## config.mk

```make
export PLATFORM = sky130hd
export DESIGN_NAME = fc_score_loader
export DESIGN_NICKNAME = d
export VERILOG_FILES = /design/src/rtl/fc_score_loader.sv
export SDC_FILE = /design/constraint.sdc
export NUM_CORES = 1
export LEC_CHECK = 0
export BUFFER_PORTS_ARGS = -buffer_cell sky130_fd_sc_hd__buf_4
export CORE_MARGIN = 2
export CORE_UTILIZATION = 50
export DETAILED_ROUTE_END_ITERATION = 8
export GPL_ROUTABILITY_DRIVEN = 1
export PLACE_DENSITY = 0.77
export SETUP_SLACK_MARGIN = 0.4
export SLEW_MARGIN = 20
export SYNTH_ARGS = -nofsm -noshare
export SYNTH_HDL_FRONTEND = slang
export SYNTH_SLANG_ARGS = --single-unit
```

## constraint.sdc

```tcl
create_clock -name clk -period 2.4 [get_ports clk]
set_clock_uncertainty 0.15 [all_clocks]
set_input_delay 0 -clock clk [delete_from_list [all_inputs] [get_ports clk]]
set_output_delay 0 -clock clk [all_outputs]
set_load 0.02 [all_outputs]
```

## src/rtl/fc_score_loader.sv

```systemverilog
`default_nettype none
// ============================================================================
//  Module   : fc_score_loader
//  Brief    : Collects N class scores from a valid/ready stream into a flat
//             score array, sequences the argmax comparator (reset pulse,
//             enable, wait for done or watchdog), and emits the winning class
//             index as a one-cycle strobe.
//  Revision : 1.0 - initial release
// ============================================================================
module fc_score_loader #(
  parameter int N       = 10,
  parameter int DATA_W  = 16,
  parameter int IDX_W   = 4,
  parameter int TIMEOUT = 1024
) (
  input  logic                clk,
  input  logic                reset,
  input  logic                in_valid,
  input  logic [DATA_W-1:0]   in_data,
  output logic                in_ready,
  output logic [N*DATA_W-1:0] arr_flat,
  output logic                cmp_reset,
  output logic                cmp_enable,
  input  logic                cmp_done,
  input  logic [IDX_W-1:0]    cmp_result,
  output logic                class_valid,
  output logic [IDX_W-1:0]    class_id,
  output logic                busy,
  output logic                timeout_err
);

  // Three-state frame sequencer: gather words, pulse comparator reset, run.
  localparam logic [1:0] ST_COLLECT = 2'd0;
  localparam logic [1:0] ST_CLEAR   = 2'd1;
  localparam logic [1:0] ST_RUN     = 2'd2;

  // Watchdog only needs to reach TIMEOUT-1.
  localparam int               WD_W     = (TIMEOUT > 1) ? $clog2(TIMEOUT) : 1;
  localparam logic [WD_W-1:0]  WD_LAST  = WD_W'(TIMEOUT - 1);
  localparam logic [IDX_W-1:0] CNT_LAST = IDX_W'(N - 1);

  logic [1:0]       state;
  logic [1:0]       state_next;
  logic [IDX_W-1:0] cnt;
  logic [WD_W-1:0]  wd;
  logic             accept;
  logic             wd_expired;

  assign accept     = in_valid && in_ready;
  assign wd_expired = (wd == WD_LAST);

  // State register.
  always_ff @(posedge clk) begin
    if (reset) begin
      state <= ST_COLLECT;
    end else begin
      state <= state_next;
    end
  end

  // Next-state decode; a done seen on the watchdog's last cycle still wins.
  always_comb begin
    state_next = state;
    case (state)
      ST_COLLECT: begin
        if (accept && (cnt == CNT_LAST)) begin
          state_next = ST_CLEAR;
        end
      end
      ST_CLEAR: begin
        state_next = ST_RUN;
      end
      ST_RUN: begin
        if (cmp_done || wd_expired) begin
          state_next = ST_COLLECT;
        end
      end
      default: begin
        state_next = ST_COLLECT;
      end
    endcase
  end

  // Output decode; reset forces the idle/handshake-closed view immediately.
  always_comb begin
    in_ready   = 1'b0;
    cmp_reset  = reset;
    cmp_enable = 1'b0;
    busy       = 1'b0;
    if (!reset) begin
      case (state)
        ST_COLLECT: begin
          in_ready = 1'b1;
        end
        ST_CLEAR: begin
          cmp_reset = 1'b1;
          busy      = 1'b1;
        end
        ST_RUN: begin
          cmp_enable = 1'b1;
          busy       = 1'b1;
        end
        default: begin
          in_ready = 1'b0;
        end
      endcase
    end
  end

  // Word counter: restarts at entry 0 after the last word or on reset.
  always_ff @(posedge clk) begin
    if (reset) begin
      cnt <= '0;
    end else if (accept) begin
      if (cnt == CNT_LAST) begin
        cnt <= '0;
      end else begin
        cnt <= cnt + 1'b1;
      end
    end
  end

  // Score array: each entry only loads on an accepted word addressed to it.
  generate
    for (genvar i = 0; i < N; i++) begin : g_entry
      logic [DATA_W-1:0] entry;

      // Per-entry write.
      always_ff @(posedge clk) begin
        if (reset) begin
          entry <= '0;
        end else if (accept && (cnt == IDX_W'(i))) begin
          entry <= in_data;
        end
      end

      assign arr_flat[i*DATA_W +: DATA_W] = entry;
    end
  endgenerate

  // Watchdog: cleared in CLEAR so the first RUN cycle counts from zero.
  always_ff @(posedge clk) begin
    if (reset) begin
      wd <= '0;
    end else if (state == ST_CLEAR) begin
      wd <= '0;
    end else if (state == ST_RUN) begin
      wd <= wd + 1'b1;
    end
  end

  // Result capture, one-cycle strobe and sticky timeout flag.
  always_ff @(posedge clk) begin
    if (reset) begin
      class_valid <= 1'b0;
      class_id    <= '0;
      timeout_err <= 1'b0;
    end else begin
      class_valid <= 1'b0;
      if (state == ST_RUN) begin
        if (cmp_done) begin
          class_valid <= 1'b1;
          class_id    <= cmp_result;
        end else if (wd_expired) begin
          timeout_err <= 1'b1;
        end
      end
    end
  end

endmodule
`default_nettype wire

```

==> Word level (Yosys, flattened, before mapping) <==
Cells that the tools add are included.
W data, S select, Z words.
{ "word_totals": {"reg_bits": 182, "input_bits": 24, "out_inout_bits": 170, "elab_cells": 67} }
{ "classes": {"n_addsub": 2, "n_eq_ne": 14, "mux": 13, "bitwise_logic": 2, "n_reduce_logical": 20} }
{ "op_table": {"columns": ["op", "n"], "rows": [
  ["$eq A4 B3 Y1 const B", 4],
  ["$logic_and A1 B1 Y1", 11],
  ["$add A10 B1 Y10 const B", 1],
  ["$eq A10 B10 Y1 const B", 1],
  ["$mux W1", 9],
  ["$eq A4 B2 Y1 const B", 2],
  ["$eq A4 B4 Y1 const B", 2],
  ["$pmux W2 S3", 1],
  ["$reduce_or A2 Y1", 3],
  ["$add A4 B1 Y4 const B", 1],
  ["$eq A4 B1 Y1 const B", 1],
  ["$logic_not A4 Y1", 1],
  ["$mux W2", 2],
  ["$mux W4", 1],
  ["$ne A2 B2 Y1 const B", 2],
  ["$reduce_and A2 Y1", 2],
  ["$reduce_and A3 Y1", 1],
  ["$eq A2 B1 Y1 const B", 1],
  ["$eq A2 B2 Y1 const B", 1],
  ["$logic_not A2 Y1", 1],
  ["$not A1 Y1", 2],
  ["$logic_or A1 B1 Y1", 1]
]} }

==> Depth between registers and ports, before layout <==
{ "depth": {"depth_word": 7, "ltp_mapped": 8, "mapped_depth_nobuf": 6} }

==> Worst setup path after synthesis <==
OpenSTA, ideal clock, no wires.
{ "synth_timing": {"kind": "flip-flop to flip-flop", "start": "register state[0]", "end": "register g_entry[2].entry[10]", "setup_time_ps": 128, "arrival_ps": 1851, "required_time_ps": 2122, "slack_ps": 271, "path_stages_with_launch": 8, "path_buffers": 1, "period_less_slack_ps": 2129, "path_cell_list": "dfxtp_1 inv_1 ha_1 nand4b_1 nor4_4 buf_6 mux2i_1 nor2_1"} }
{ "synth_via": {"elab_chain_len": 5} }
{ "synth_rtl": {"columns": ["item", "line", "text"], "rows": [
  ["from (decl)", "42", "logic [1:0] state;"],
  ["from (signal assigned)", "57", "state <= state_next;"],
  ["$logic_not A2 Y1", "91", "case (state)"],
  ["$mux W1", "91", null],
  ["$mux W1", "90", "if (!reset) begin"],
  ["$logic_and A1 B1 Y1", "49", "assign accept = in_valid && in_ready;"],
  ["$logic_and A1 B1 Y1", "132", "end else if (accept && (cnt == IDX_W'(i))) begin"],
  ["to (signal assigned)", "133", "entry <= in_data;"],
  ["to (decl)", "126", "logic [DATA_W-1:0] entry;"]
]} }
Every way passes these cells.
A chain may end at the register's enable or synchronous reset.

==> Final worst setup path <==
{ "layout_timing": {"start": "register state[1]", "end": "register g_entry[9].entry[2]"} }
{ "layout_via": {"elab_chain_len": 5} }
{ "layout_rtl": {"columns": ["item", "line"], "rows": [
  ["$logic_not A2 Y1", "91"],
  ["$mux W1", "91"],
  ["$mux W1", "90"],
  ["$logic_and A1 B1 Y1", "49"],
  ["$logic_and A1 B1 Y1", "132"],
  ["to (signal assigned)", "133"],
  ["to (decl)", "126"]
]} }
Every way passes these cells.

==> metrics <==
status=completed; number of synthesized register bits=182; Worst setup SP type=flop; I/O pin count=194; Internal Power=4.82 mW; Mapped Cells=678; largest family of logic cells by synthesized area=multiplexers; setup_tns=0 ns; input/output buffers=193; Overall Power=6.22 mW; Final setup viols=0; critical path depth=7; fin crit share=0.823; layout cell share with drive strength beyond 1=0.298; routability cong.=0.824; Req. time, crit path=2.53 ns; CTS buffer count=17; pre-CTS setup slack=0.162 ns; Post-synth ARST share=0; first-pass GRT wire length=29200 um; Area Overhead vs Synth=37.5%; Leak=4.28 nW; Reg-to-Reg End=g_entry[9].entry[2]$_SDFFE_PP0P_; clock network power share=0.448; syn nets=707; Min-Delay Path Depth=5; diodes inserted=0; Worst-Skew Late Latency=0.42 ns; gr usage total=0.260; Hold Violations, Final=0; Cell variety after synth=33; Post-Synth Simple-Gate Area=0.167; worst path cell trace=inv_2, ha_4, and4b_1, or3b_4, buf_6, mux2i_1, nor2_1; synthesized-area fraction occupied by adder cells=0.00920; Initial Util=0.513; RR Startpoint=state[1]$_SDFFE_PP0P_; Warnings, synthesis=0; WL final=18700 um; crit end category=flop; crit path kind=reg -> reg; DRC=0; slew margin rel.=0.500; proportion of netlist area held by the largest area contributor=0.536; largest net degree at the start of global routing=78; aggregate global routing overflow=0; FMAX=506 MHz; Hold Path Class=in -> reg; Clock transition at path regs=0.06 ns; DIE AREA=14500 um2; drt pass-1 iters=5; Post-synth EDFFs=0; Buffers & Inverters on Critical Path=2; synth cell count leaders=182 x dfxtp_1, 157 x nor2_1, 147 x mux2i_1; FILL cells=948; Area contributors post-synth=dfxtp_1 54%, mux2i_1 22%, nor2_1 8.7%; FP Rows=42; count leader, synth=dfxtp_1; Reg2Reg Depth=7; Worst Hold End=g_entry[8].entry[0]$_SDFFE_PP0P_; Combinational Power Share=0.058; Iter 0 DRT Violations=308; Post-DP HPWL=12600 um; Final Non-Filler Cells=1075; Vias/cell=5.15; worst-path fanout max=8; largest area contributor in the netlist=dfxtp_1; final net count=915; sequential share of the synthesized area=0.536; Compound-Gate Fraction of Synth Area=0.0243; routed len/inst=17.4 um; Max Cap Viol=0; dpl cells=1011; crit path DAT=2.10 ns; flop2flop setup slack=0.42 ns; overall die height=121 um; Vias=5539; switching pwr=1.41 mW; clk sinks=182; Slew Limit Fails=0; Main synth FF type=dfxtp_1; Antenna Violating Nets Remaining=0; cell area after synthesis=6800 um2; Max Buffers Root-to-Sink=2; CTS tree=done; mux contribution to synthesized area=0.216; sequential fraction of design power=0.493; Final min period=1.98 ns; vias in the first global route=5625; DP Area=8400 um2; sw frac=0.226; antenna violations before repair=0; CP top delay family=simple AND/OR/NAND/NOR gates; Syn Area/Cell=10.0 um2; Least-Margin Pin Slew=0.750 ns; H-tree levels=4; cell area after layout=9340 um2; max incr delay on CP=0.45 ns; Synth Area in XOR/XNOR=0.0103; Root Buffer Master=clkbuf_16; IR Drop Worst-Case VDD=581 uV; min-delay src=reset; Power Density=666 nW/um2; unrepaired setup endpoints after global routing=true; final worst setup slack=0.424 ns; placeable core area=13200 um2; slowest CP cell=or3b_4; chip width=121 um
==> stage by stage <==
| step | util | hold slack, ns |
|---|---|---|
| 6_report | 0.705 | 0.0863 |
| 3_5_place_dp | 0.634 | 0.127 |
| 4_1_cts | 0.700 | 0.0648 |
| 2_1_floorplan | - | -0.0283 |
| 3_3_place_gp | 0.634 | 0.110 |
| 5_1_grt | 0.705 | 0.0990 |
==> tightest hold or removal path, stage by stage <==
cell and delay, ns:
buf_4 0.12, nand4bb_4 0.21, nor3_4 0.08, mux2i_1 0.12, nor2_1 0.08
==> worst max-delay path by stage <==
stage                               start                                 to  slack, ns
global route        state[0]$_SDFFE_PP0P_   g_entry[9].entry[2]$_SDFFE_PP0P_       0.36
floorplan           state[1]$_SDFFE_PP0P_  g_entry[2].entry[10]$_SDFFE_PP0P_       0.37
CTS                 state[0]$_SDFFE_PP0P_  g_entry[7].entry[11]$_SDFFE_PP0P_       0.38
global placement    state[1]$_SDFFE_PP0P_  g_entry[9].entry[14]$_SDFFE_PP0P_       0.29
finish              state[1]$_SDFFE_PP0P_   g_entry[9].entry[2]$_SDFFE_PP0P_       0.42
detailed placement  state[0]$_SDFFE_PP0P_   g_entry[9].entry[8]$_SDFFE_PP0P_       0.16
==> logic make-up after synthesis <==
| logic type | count (synthesis) |
|---|---|
| XOR/XNOR | 8 |
| multiplexers | 147 |
| flip-flops | 182 |
| AO/OA/AOI/OAI | 31 |
| adder cells (fa/ha/maj) | 5 |
| buffers and inverters | 56 |
| AND/OR/NAND/NOR | 249 |
==> sequential cells by signal (all words and copies together), names as in the netlist <==
register,cells
g_entry.entry,160
wd,10
class_id,4
cnt,4
state,2
class_valid,1
timeout_err,1
==> routing by layer <==
layer,part of all wire,global-route usage,vias up
met4,0.020,0.110,0
met3,0.083,0.0925,27
met5,0,0,-
met1,0.41,0.305,2648
met2,0.49,0.429,209
li1,-,-,2655
==> layout make-up <==
type / count / area (um2) / area share
Clock buffer: 22 / 474 / 0.0508
Clock inverter: 10 / 120 / 0.0129
Inverter: 2 / 7.51 / 0.000804
Multi-Input combinational cell: 440 / 2930 / 0.314
Sequential cell: 182 / 3650 / 0.390
Tap cell: 176 / 220 / 0.0236
Timing Repair Buffer: 243 / 1940 / 0.208
==> placed cells by master, fill, tap and decap left out, types with 2 or more instances in the layout <==
cell,netlist,routed
a21oi_1,25,25
buf_12,0,2
buf_4,4,212
buf_6,2,5
bufinv_16,0,2
clkbuf_1,39,2
clkbuf_16,0,18
clkbuf_8,0,3
clkinv_2,0,2
clkinv_4,0,2
clkinvlp_4,0,2
dfxtp_1,182,179
dfxtp_2,0,3
dlygate4sd3_1,0,23
ha_1,5,4
inv_2,0,2
inv_6,0,2
mux2i_1,147,146
nand2_1,46,46
nand2b_1,7,7
nand3_1,10,10
nand4_1,3,3
nor2_1,157,157
nor2b_1,5,5
nor3_1,2,2
nor3_4,3,3
nor4_1,2,2
nor4_4,2,2
o21ai_0,5,5
or3_1,3,3
xnor2_1,3,3
xor2_1,5,5
==> timing repair <==
action | in CTS | in global routing
pin swaps | 2 | 4
cloned | 0 | 1
buffers inserted | 5 | 3
endpoints found under the setup margin | 56 | 114
hold endpoints to repair | 169 | 0
resized for setup | 4 | 7
hold buffers | 23 | 0
==> power groups by stage <==
stage	clock (mW)	sequential [mW]	combinational, mW
after global placement	0	3.14	0.321
after floorplan	0	3.16	0.173
after detailed placement	0	3.14	0.327
after CTS	2.83	3.07	0.361
final	2.79	3.07	0.364
after global routing	2.96	3.07	0.387
Power figures use the tool's default switching activity.
